## config.mk

```make
export PLATFORM = sky130hd
export DESIGN_NAME = cache_control
export DESIGN_NICKNAME = d
export VERILOG_FILES = /design/src/rtl/cache_control.sv
export SDC_FILE = /design/constraint.sdc
export NUM_CORES = 1
export LEC_CHECK = 0
export CAP_MARGIN = 20
export CORE_MARGIN = 8
export CORE_UTILIZATION = 36
export CTS_CLUSTER_DIAMETER = 30
export DETAILED_ROUTE_END_ITERATION = 16
export GPL_ROUTABILITY_DRIVEN = 0
export SETUP_SLACK_MARGIN = 0.1
export SYNTH_ARGS = -nofsm -noshare
export SYNTH_HDL_FRONTEND = slang
export SYNTH_SLANG_ARGS = --single-unit
```

## constraint.sdc

```tcl
create_clock -name clk -period 5.1 [get_ports clk]
set_input_delay 1.02 -clock clk [delete_from_list [all_inputs] [get_ports clk]]
set_output_delay 1.02 -clock clk [all_outputs]
set_load 0.01 [all_outputs]
```

## src/rtl/cache_control.sv

```systemverilog
// Control FSM for the 2-way, 8-set, 16-byte-line write-back cache.
// Sequences hits, write-back and line fill, and keeps saturating hit/miss counters.
module cache_control #(
   parameter int CNT_WIDTH = 16
) (
   input  logic                 clk,
   input  logic                 reset,
   input  logic                 mem_read,
   input  logic                 mem_write,
   output logic                 mem_resp,
   output logic                 pmem_read,
   output logic                 pmem_write,
   input  logic                 pmem_resp,
   input  logic                 ishit_w1,
   input  logic                 ishit_w2,
   input  logic                 isdirty_w1,
   input  logic                 isdirty_w2,
   input  logic                 lru_out,
   output logic                 load_dirty_w1,
   output logic                 load_valid_w1,
   output logic                 load_tag_w1,
   output logic                 load_datastore_w1,
   output logic                 load_dirty_w2,
   output logic                 load_valid_w2,
   output logic                 load_tag_w2,
   output logic                 load_datastore_w2,
   output logic                 load_lru,
   output logic                 datastore_in_mux_sel,
   output logic [1:0]           pmem_address_mux_sel,
   output logic [CNT_WIDTH-1:0] hit_count,
   output logic [CNT_WIDTH-1:0] miss_count
);

   // state     | meaning
   // IDLE      | lookup; read hits and LRU-way write hits complete here
   // WRITE_HIT | second cycle of a write hit to the non-LRU way
   // WRITEBACK | victim line written to pmem
   // ALLOCATE  | line read from pmem into victim way
   typedef enum logic [1:0] {IDLE, WRITE_HIT, WRITEBACK, ALLOCATE} state_t;

   state_t state, state_next;
   logic   miss_pending;
   logic   req, hit, hit_way, victim_dirty;
   logic   count_hit, count_miss;
   logic   load_way, ld_dirty, ld_valid, ld_tag, ld_data;

   assign req          = mem_read | mem_write;
   assign hit          = ishit_w1 | ishit_w2;
   assign hit_way      = ~ishit_w1;
   assign victim_dirty = lru_out ? isdirty_w2 : isdirty_w1;

   always_ff @(posedge clk or posedge reset) begin
      if (reset) state <= IDLE;
      else       state <= state_next;
   end

   always_comb begin
      state_next           = state;
      mem_resp             = 1'b0;
      pmem_read            = 1'b0;
      pmem_write           = 1'b0;
      load_lru             = 1'b0;
      datastore_in_mux_sel = 1'b0;
      pmem_address_mux_sel = 2'b10;
      load_way             = 1'b0;
      ld_dirty             = 1'b0;
      ld_valid             = 1'b0;
      ld_tag               = 1'b0;
      ld_data              = 1'b0;
      count_hit            = 1'b0;
      count_miss           = 1'b0;
      case (state)
         IDLE: begin
            if (req && hit) begin
               count_hit = ~miss_pending;
               if (mem_write) begin
                  if (hit_way == lru_out) begin
                     datastore_in_mux_sel = 1'b1;
                     load_way             = hit_way;
                     ld_data              = 1'b1;
                     ld_dirty             = 1'b1;
                     load_lru             = 1'b1;
                     mem_resp             = 1'b1;
                  end else begin
                     // flip LRU first so the datapath way mux points at the hit way
                     load_lru   = 1'b1;
                     state_next = WRITE_HIT;
                  end
               end else begin
                  mem_resp = 1'b1;
                  load_lru = (hit_way == lru_out);
               end
            end else if (req) begin
               count_miss = 1'b1;
               state_next = victim_dirty ? WRITEBACK : ALLOCATE;
            end
         end
         WRITE_HIT: begin
            datastore_in_mux_sel = 1'b1;
            load_way             = lru_out;
            ld_data              = 1'b1;
            ld_dirty             = 1'b1;
            load_lru             = 1'b1;
            mem_resp             = 1'b1;
            state_next           = IDLE;
         end
         WRITEBACK: begin
            pmem_write           = 1'b1;
            pmem_address_mux_sel = {1'b0, lru_out};
            if (pmem_resp) state_next = ALLOCATE;
         end
         ALLOCATE: begin
            pmem_read = 1'b1;
            load_way  = lru_out;
            if (pmem_resp) begin
               ld_data    = 1'b1;
               ld_tag     = 1'b1;
               ld_valid   = 1'b1;
               state_next = IDLE;
            end
         end
         default: state_next = IDLE;
      endcase
   end

   assign load_dirty_w1     = ld_dirty & ~load_way;
   assign load_valid_w1     = ld_valid & ~load_way;
   assign load_tag_w1       = ld_tag   & ~load_way;
   assign load_datastore_w1 = ld_data  & ~load_way;
   assign load_dirty_w2     = ld_dirty &  load_way;
   assign load_valid_w2     = ld_valid &  load_way;
   assign load_tag_w2       = ld_tag   &  load_way;
   assign load_datastore_w2 = ld_data  &  load_way;

   always_ff @(posedge clk or posedge reset) begin
      if (reset) begin
         miss_pending <= 1'b0;
         hit_count    <= '0;
         miss_count   <= '0;
      end else begin
         if (count_miss)    miss_pending <= 1'b1;
         else if (mem_resp) miss_pending <= 1'b0;
         if (count_hit && hit_count != '1)   hit_count  <= hit_count + 1'b1;
         if (count_miss && miss_count != '1) miss_count <= miss_count + 1'b1;
      end
   end

endmodule

```

==> impl_metrics.py, run 1 <==
metrics = {
    "critical_path": {
        "start_kind": "input pin",
        "arrival_ps": 3100,
        "critPathRequiredTime_ps": 4080,
        "crit_fanout": 7,
        "cp-end-kind": "output port",
        "crit_type": "input pin to output port",
    },
    "layout": {
        "fill_cells": 505,
        "mostFrequentLayoutCell": "clkdlybuf4s50_1",
        "area_growth_pct": 36.8,
        "diodes": 0,
        "final_net_count": 258,
        "multiInputGateArea_sq_um": 931,
        "final_cell_mix": "56 x clkdlybuf4s50_1, 35 x dfrtp_1, 22 x xnor2_1",
        "register_area_sq_um": 876,
        "final_layout_size_suffix_gt1_frac": 0.0772,
        "final_area_sq_mm": 0.00258,
    },
    "timing": {
        "relSlewSlack": 0.429,
        "final.setup.tns_ps": 0,
        "slew_viol_final": 0,
        "hold_viol": 0,
        "fmax_mhz": 242,
        "fin_ws_ps": 976,
        "rsz0062_at_grt": "false",
        "setup_viol": 0,
        "worst_pin_slew_ps": 857,
        "post-route-period-util": 0.809,
        "finClkSkew_ps": 7.37,
        "finalCriticalPeriod_ps": 4120,
    },
    "detailed_routing": {
        "wl_per_cell_microns": 13.7,
        "dr_total_vias": 1555,
        "drc": 0,
        "drt_iter0_markers": 38,
        "drt-total-wl_microns": 4330,
        "firstDrtPassIters": 4,
        "antenna_left": 0,
        "viasPerCell": 4.92,
    },
    "clock_network": {
        "cts-resized-gates": 0,
        "cts_max_level": 2,
        "numCtsBuffers": 5,
        "path_clk_slew_ps": 70,
        "cts_setup_buffers": 0,
        "clock-root-buffer": "clkbuf_8",
        "cts.sinks": 35,
        "cts_tree": "done",
        "insertion_delay_ps": 290,
        "postCtsHoldBufs": 0,
        "cts.path.max_buffers": 2,
    },
    "yosys": {
        "synth_area_leaders": "dfrtp_1 46%, xnor2_1 10%, nand3_1 4.0%",
        "synth_top_area_cell": "dfrtp_1",
        "synth_edf_count": 0,
        "synth-seq-cells": 35,
        "synth_cell_type_count": 43,
        "syn_inst": 190,
        "synth_area_sq_mm": 0.00189,
        "yosysTopAreaCellShare": 0.464,
        "synth_async_sr_flop_share": 1.00,
        "syn_avg_cell_area_sq_um": 9.94,
        "synth_ff_type": "dfrtp_1",
        "synth_fp_nets": 203,
        "ys_warn_count": 0,
        "ys_seq_area_frac": 0.464,
    },
    "status": {
        "outcome": "completed",
    },
    "floorplanning": {
        "rows": 26,
        "die_w_microns": 88.4,
        "die_h_microns": 88.4,
        "core_sq_mm": 0.00507,
        "dieArea_sq_mm": 0.00782,
        "initial_utilization": 0.372,
        "io_pins": 57,
    },
    "run": {
        "max_cap_viol_count": 0,
    },
    "global_route": {
        "grt-ovfl-total": 0,
        "grt_start_max_net_pins": 36,
        "grt_pass1_wl_microns": 6880,
        "groute.usage.overall": 0.113,
        "first_global_vias": 1495,
        "antenna_found_initial": 0,
    },
    "power_and_ir_drop": {
        "p_per_area_mw_per_mm2": 390,
        "ir_worst_vdd_uv": 216,
        "power_uw": 1010,
        "leakagePower_uw": 0.00103,
    },
    "place": {
        "place_area_sq_mm": 0.00250,
        "port_buffers": 56,
        "hpwl_microns": 3290,
        "pre_cts_ws_ps": 972,
    },
    "worst_hold_path": {
        "hp-class": "register to register",
    },
}
## where the power goes
part	switching, uW	internal [uW]
Combinational	182	226
Sequential	73.1	327
Clock	106	95.0
## worst max-delay path, cell delays in order
cell and delay, ps:
clkdlybuf4s50_1 590, o21bai_2 120, nor3_1 400, a32oi_1 220, nor2_1 170, clkdlybuf4s50_1 570
## stage by stage
stage,hold WS [ps],std cells,utilization
after floorplan,519,190,-
after global placement,485,308,0.492
after detailed placement,490,308,0.492
after CTS,502,316,0.509
after global routing,525,316,0.509
final,495,316,0.509
## sequential cells by signal (all words and copies together) (netlist names)
| name | cells |
|---|---|
| hit_count | 16 |
| miss_count | 16 |
| miss_pending | 1 |
| state | 2 |
## layout make-up
type	count	area share
clock buffer	5	0.0266
clock inverter	3	0.00774
inverter	9	0.0131
multi-input combinational	137	0.360
sequential	35	0.339
tap	70	0.0339
timing repair buffer	57	0.220
## routing by layer
metal | share of wire | GRT usage | vias to the layer above
li1 | - | - | 779
met1 | 0.43 | 0.119 | 734
met2 | 0.48 | 0.193 | 34
met3 | 0.071 | 0.0427 | 8
met4 | 0.017 | 0.0553 | 0
met5 | 0 | 0 | -
## path summary, 6_finish.rpt
check | from | end | slack, ps | depth (start not counted)
min in group asynchronous | reset | hit_count[2]$_DFFE_PP0P_ | 1120 | 3
max in group asynchronous | reset | miss_count[2]$_DFFE_PP0P_ | 3660 | 3
max | mem_write | load_tag_w2 | 980 | 6
max reg2reg | state[0]$_DFFE_PP0P_ | hit_count[1]$_DFFE_PP0P_ | 2670 | 4
min | hit_count[13]$_DFFE_PP0P_ | hit_count[13]$_DFFE_PP0P_ | 500 | 1
min reg2reg | hit_count[13]$_DFFE_PP0P_ | hit_count[13]$_DFFE_PP0P_ | 500 | 1
## synthesized netlist by cell type, drive strengths merged, types with 3 or more instances
cell,instances
a21oi,6
and2,5
and3,5
buf,3
clkbuf,6
dfrtp,35
ha,3
inv,9
mux2,3
nand2,14
nand3,15
nand4,8
nor2,15
nor3,5
o21bai,3
or3,3
xnor2,22
xor2,5
## logic make-up after synthesis
| family | Yosys count | synth area share |
|---|---|---|
| flops | 35 | 0.464 |
| compound gates | 23 | 0.0980 |
| mux | 4 | 0.0232 |
| fa+ha+maj | 3 | 0.0199 |
| xor+xnor | 27 | 0.125 |
| buf+inv | 18 | 0.0437 |
| simple gates | 80 | 0.226 |
Power figures use the tool's default switching activity.
==> inputs of run 2 (changes only) <==
--- a/config.mk
+++ b/config.mk
@@ -11,6 +11,7 @@
 export CTS_CLUSTER_DIAMETER = 30
 export DETAILED_ROUTE_END_ITERATION = 16
 export GPL_ROUTABILITY_DRIVEN = 0
+export PLACE_DENSITY = 0.66
 export SETUP_SLACK_MARGIN = 0.1
 export SYNTH_ARGS = -nofsm -noshare
 export SYNTH_HDL_FRONTEND = slang
==> constraint.sdc (replaced) <==
create_clock -name clk -period 3.7 [get_ports clk]
set_input_delay 0.74 -clock clk [delete_from_list [all_inputs] [get_ports clk]]
set_output_delay 0.74 -clock clk [all_outputs]
set_load 0.01 [all_outputs]
==> run 2 against run 1 <==
  * Register-to-register slack worse by 1000 ps
  * Combinational power is 40% higher
  * Worst hold slack better by 5.0 ps
  * Die area unchanged
  * Global-route usage grew 0.58 points
  * Via count up 1.7%
  * Design area up 1.2%
  * Sequential share of layout area decreased by 0.41 points
  * Clock power increased by 33%
  * Critical path type unchanged
  * Largest power group unchanged
==> impl_metrics.py, run 2 (same netlist as run 1, synthesis figures left out) <==
metrics = {
    "critical_path": {
        "start_kind": "input pin",
        "cp-end-kind": "output port",
        "cp-endpoint": "load_dirty_w2",
        "crit_type": "input pin to output port",
        "reg2reg_from": "state[0]$_DFFE_PP0P_",
        "rr_endpoint": "miss_count[1]$_DFFE_PP0P_",
        "crit_fanout": 5,
        "slowest_stage": "clkdlybuf4s50_1",
        "cpPeakStageDelay_ps": 540,
        "arrival_ps": 2720,
        "worst-r2r-cell-count": 4,
        "crit_start": "ishit_w1",
        "regToRegSetupSlack_ps": 1620,
        "worstPathCellList": "clkdlybuf4s50_1 -> inv_1 -> ha_1 -> or2b_1 -> nor2_1 -> o21bai_1 -> nor2_1 -> clkdlybuf4s50_1",
        "critPathRequiredTime_ps": 2960,
    },
    "clock_network": {
        "insertion_delay_ps": 280,
        "cts_max_level": 2,
        "cts_setup_buffers": 0,
        "numCtsBuffers": 5,
        "postCtsHoldBufs": 0,
        "cts-resized-gates": 0,
        "clock-root-buffer": "clkbuf_8",
        "cts.sinks": 35,
        "path_clk_slew_ps": 70,
        "cts_tree": "done",
        "cts.path.max_buffers": 2,
    },
    "timing": {
        "finClkSkew_ps": 6.98,
        "finalCriticalPeriod_ps": 3460,
        "fin_ws_ps": 244,
        "slew_viol_final": 0,
        "relSlewSlack": 0.549,
        "rsz0062_at_grt": "false",
        "setup_viol": 0,
        "worst_pin_slew_ps": 676,
        "post-route-period-util": 0.934,
        "fmax_mhz": 289,
        "hold_viol": 0,
        "timing.hold.ws_ps": 500,
        "final.setup.tns_ps": 0,
    },
    "layout": {
        "final_cell_mix": "53 x clkdlybuf4s50_1, 35 x dfrtp_1, 22 x xnor2_1",
        "final_layout_size_suffix_gt1_frac": 0.0884,
        "area_growth_pct": 38.5,
        "largestRegisters": "hit_count x16, miss_count x16, state x2",
        "fill_cells": 495,
        "diodes": 0,
        "mostFrequentLayoutCell": "clkdlybuf4s50_1",
        "final_net_count": 261,
        "layoutNonFillerInstCount": 319,
    },
    "detailed_routing": {
        "antenna_left": 0,
        "firstDrtPassIters": 4,
        "drt-total-wl_microns": 4530,
        "drc": 0,
        "wl_per_cell_microns": 14.2,
        "viasPerCell": 4.96,
        "dr_total_vias": 1581,
        "drt_iter0_markers": 27,
    },
    "run": {
        "max_cap_viol_count": 0,
    },
    "floorplanning": {
        "die_h_microns": 88.4,
        "dieArea_sq_mm": 0.00782,
        "initial_utilization": 0.372,
        "io_pins": 57,
        "die_w_microns": 88.4,
        "core_sq_mm": 0.00507,
        "rows": 26,
    },
    "global_route": {
        "antenna_found_initial": 0,
        "grt_pass1_wl_microns": 7400,
        "grt-ovfl-total": 0,
        "groute.usage.overall": 0.119,
        "grt_start_max_net_pins": 19,
        "first_global_vias": 1650,
    },
    "power_and_ir_drop": {
        "p_seq_frac": 0.397,
        "power_switching_uw": 499,
        "ir_worst_vdd_uv": 369,
        "p_comb_frac": 0.411,
        "leakagePower_uw": 0.00109,
        "intPower_uw": 898,
        "p_per_area_mw_per_mm2": 534,
        "switching_share": 0.357,
        "p_clk_frac": 0.192,
    },
    "place": {
        "pre_cts_ws_ps": 181,
        "port_buffers": 56,
        "place_inst": 311,
        "hpwl_microns": 3430,
    },
    "worst_hold_path": {
        "whs_path_depth": 1,
        "hp-class": "register to register",
    },
    "status": {
        "outcome": "completed",
    },
}
run 2: metal layers:
metal | up-vias | track usage | wire [microns]
met3 | 7 | 0.0306 | 264
met4 | 0 | 0.0584 | 70
met2 | 33 | 0.209 | 2260
met5 | - | 0 | 0
met1 | 764 | 0.129 | 1930
li1 | 777 | - | -
run 2: power by group through the flow:
| stage | sequential, uW | combinational (uW) | clock (uW) |
|---|---|---|---|
| 6_report | 555 | 573 | 268 |
| 5_1_grt | 575 | 629 | 285 |
| 4_1_cts | 555 | 584 | 276 |
| 3_5_place_dp | 562 | 582 | 0 |
| 3_3_place_gp | 560 | 575 | 0 |
| 2_1_floorplan | 548 | 305 | 0 |
run 2: area by class of cell:
type,count,area (sq um),share of cell area
well taps,70,87.6,0.0335
clock inverters,2,12.5,0.00478
clock buffers,6,72.6,0.0277
flip-flops and latches,35,876,0.335
multi-input cells,137,936,0.358
repair buffers,60,598,0.229
inverters,9,33.8,0.0129
run 2: critical path: cells and delay by family:
kind | cells | cell delay (ps)
AO/OA/AOI/OAI | 1 | 130
adder cells (fa/ha/maj) | 1 | 300
buffers and inverters | 3 | 1080
AND/OR/NAND/NOR | 3 | 460
run 2: per-stage QoR:
step | area [sq um] | util | power, uW
global placement | 2520 | 0.496 | 1140
global route | 2620 | 0.516 | 1490
detailed placement | 2520 | 0.496 | 1140
floorplan | 1890 | - | 853
finish | 2620 | 0.516 | 1400
CTS | 2600 | 0.513 | 1420
run 2: worst min-delay path by stage:
stage / start / endpoint / slack [ps]
2_1_floorplan: hit_count[6]$_DFFE_PP0P_ / hit_count[6]$_DFFE_PP0P_ / 520
3_3_place_gp: hit_count[13]$_DFFE_PP0P_ / hit_count[13]$_DFFE_PP0P_ / 480
3_5_place_dp: hit_count[10]$_DFFE_PP0P_ / hit_count[10]$_DFFE_PP0P_ / 490
4_1_cts: hit_count[10]$_DFFE_PP0P_ / hit_count[10]$_DFFE_PP0P_ / 510
5_1_grt: hit_count[15]$_DFFE_PP0P_ / hit_count[15]$_DFFE_PP0P_ / 540
6_report: hit_count[13]$_DFFE_PP0P_ / hit_count[13]$_DFFE_PP0P_ / 500
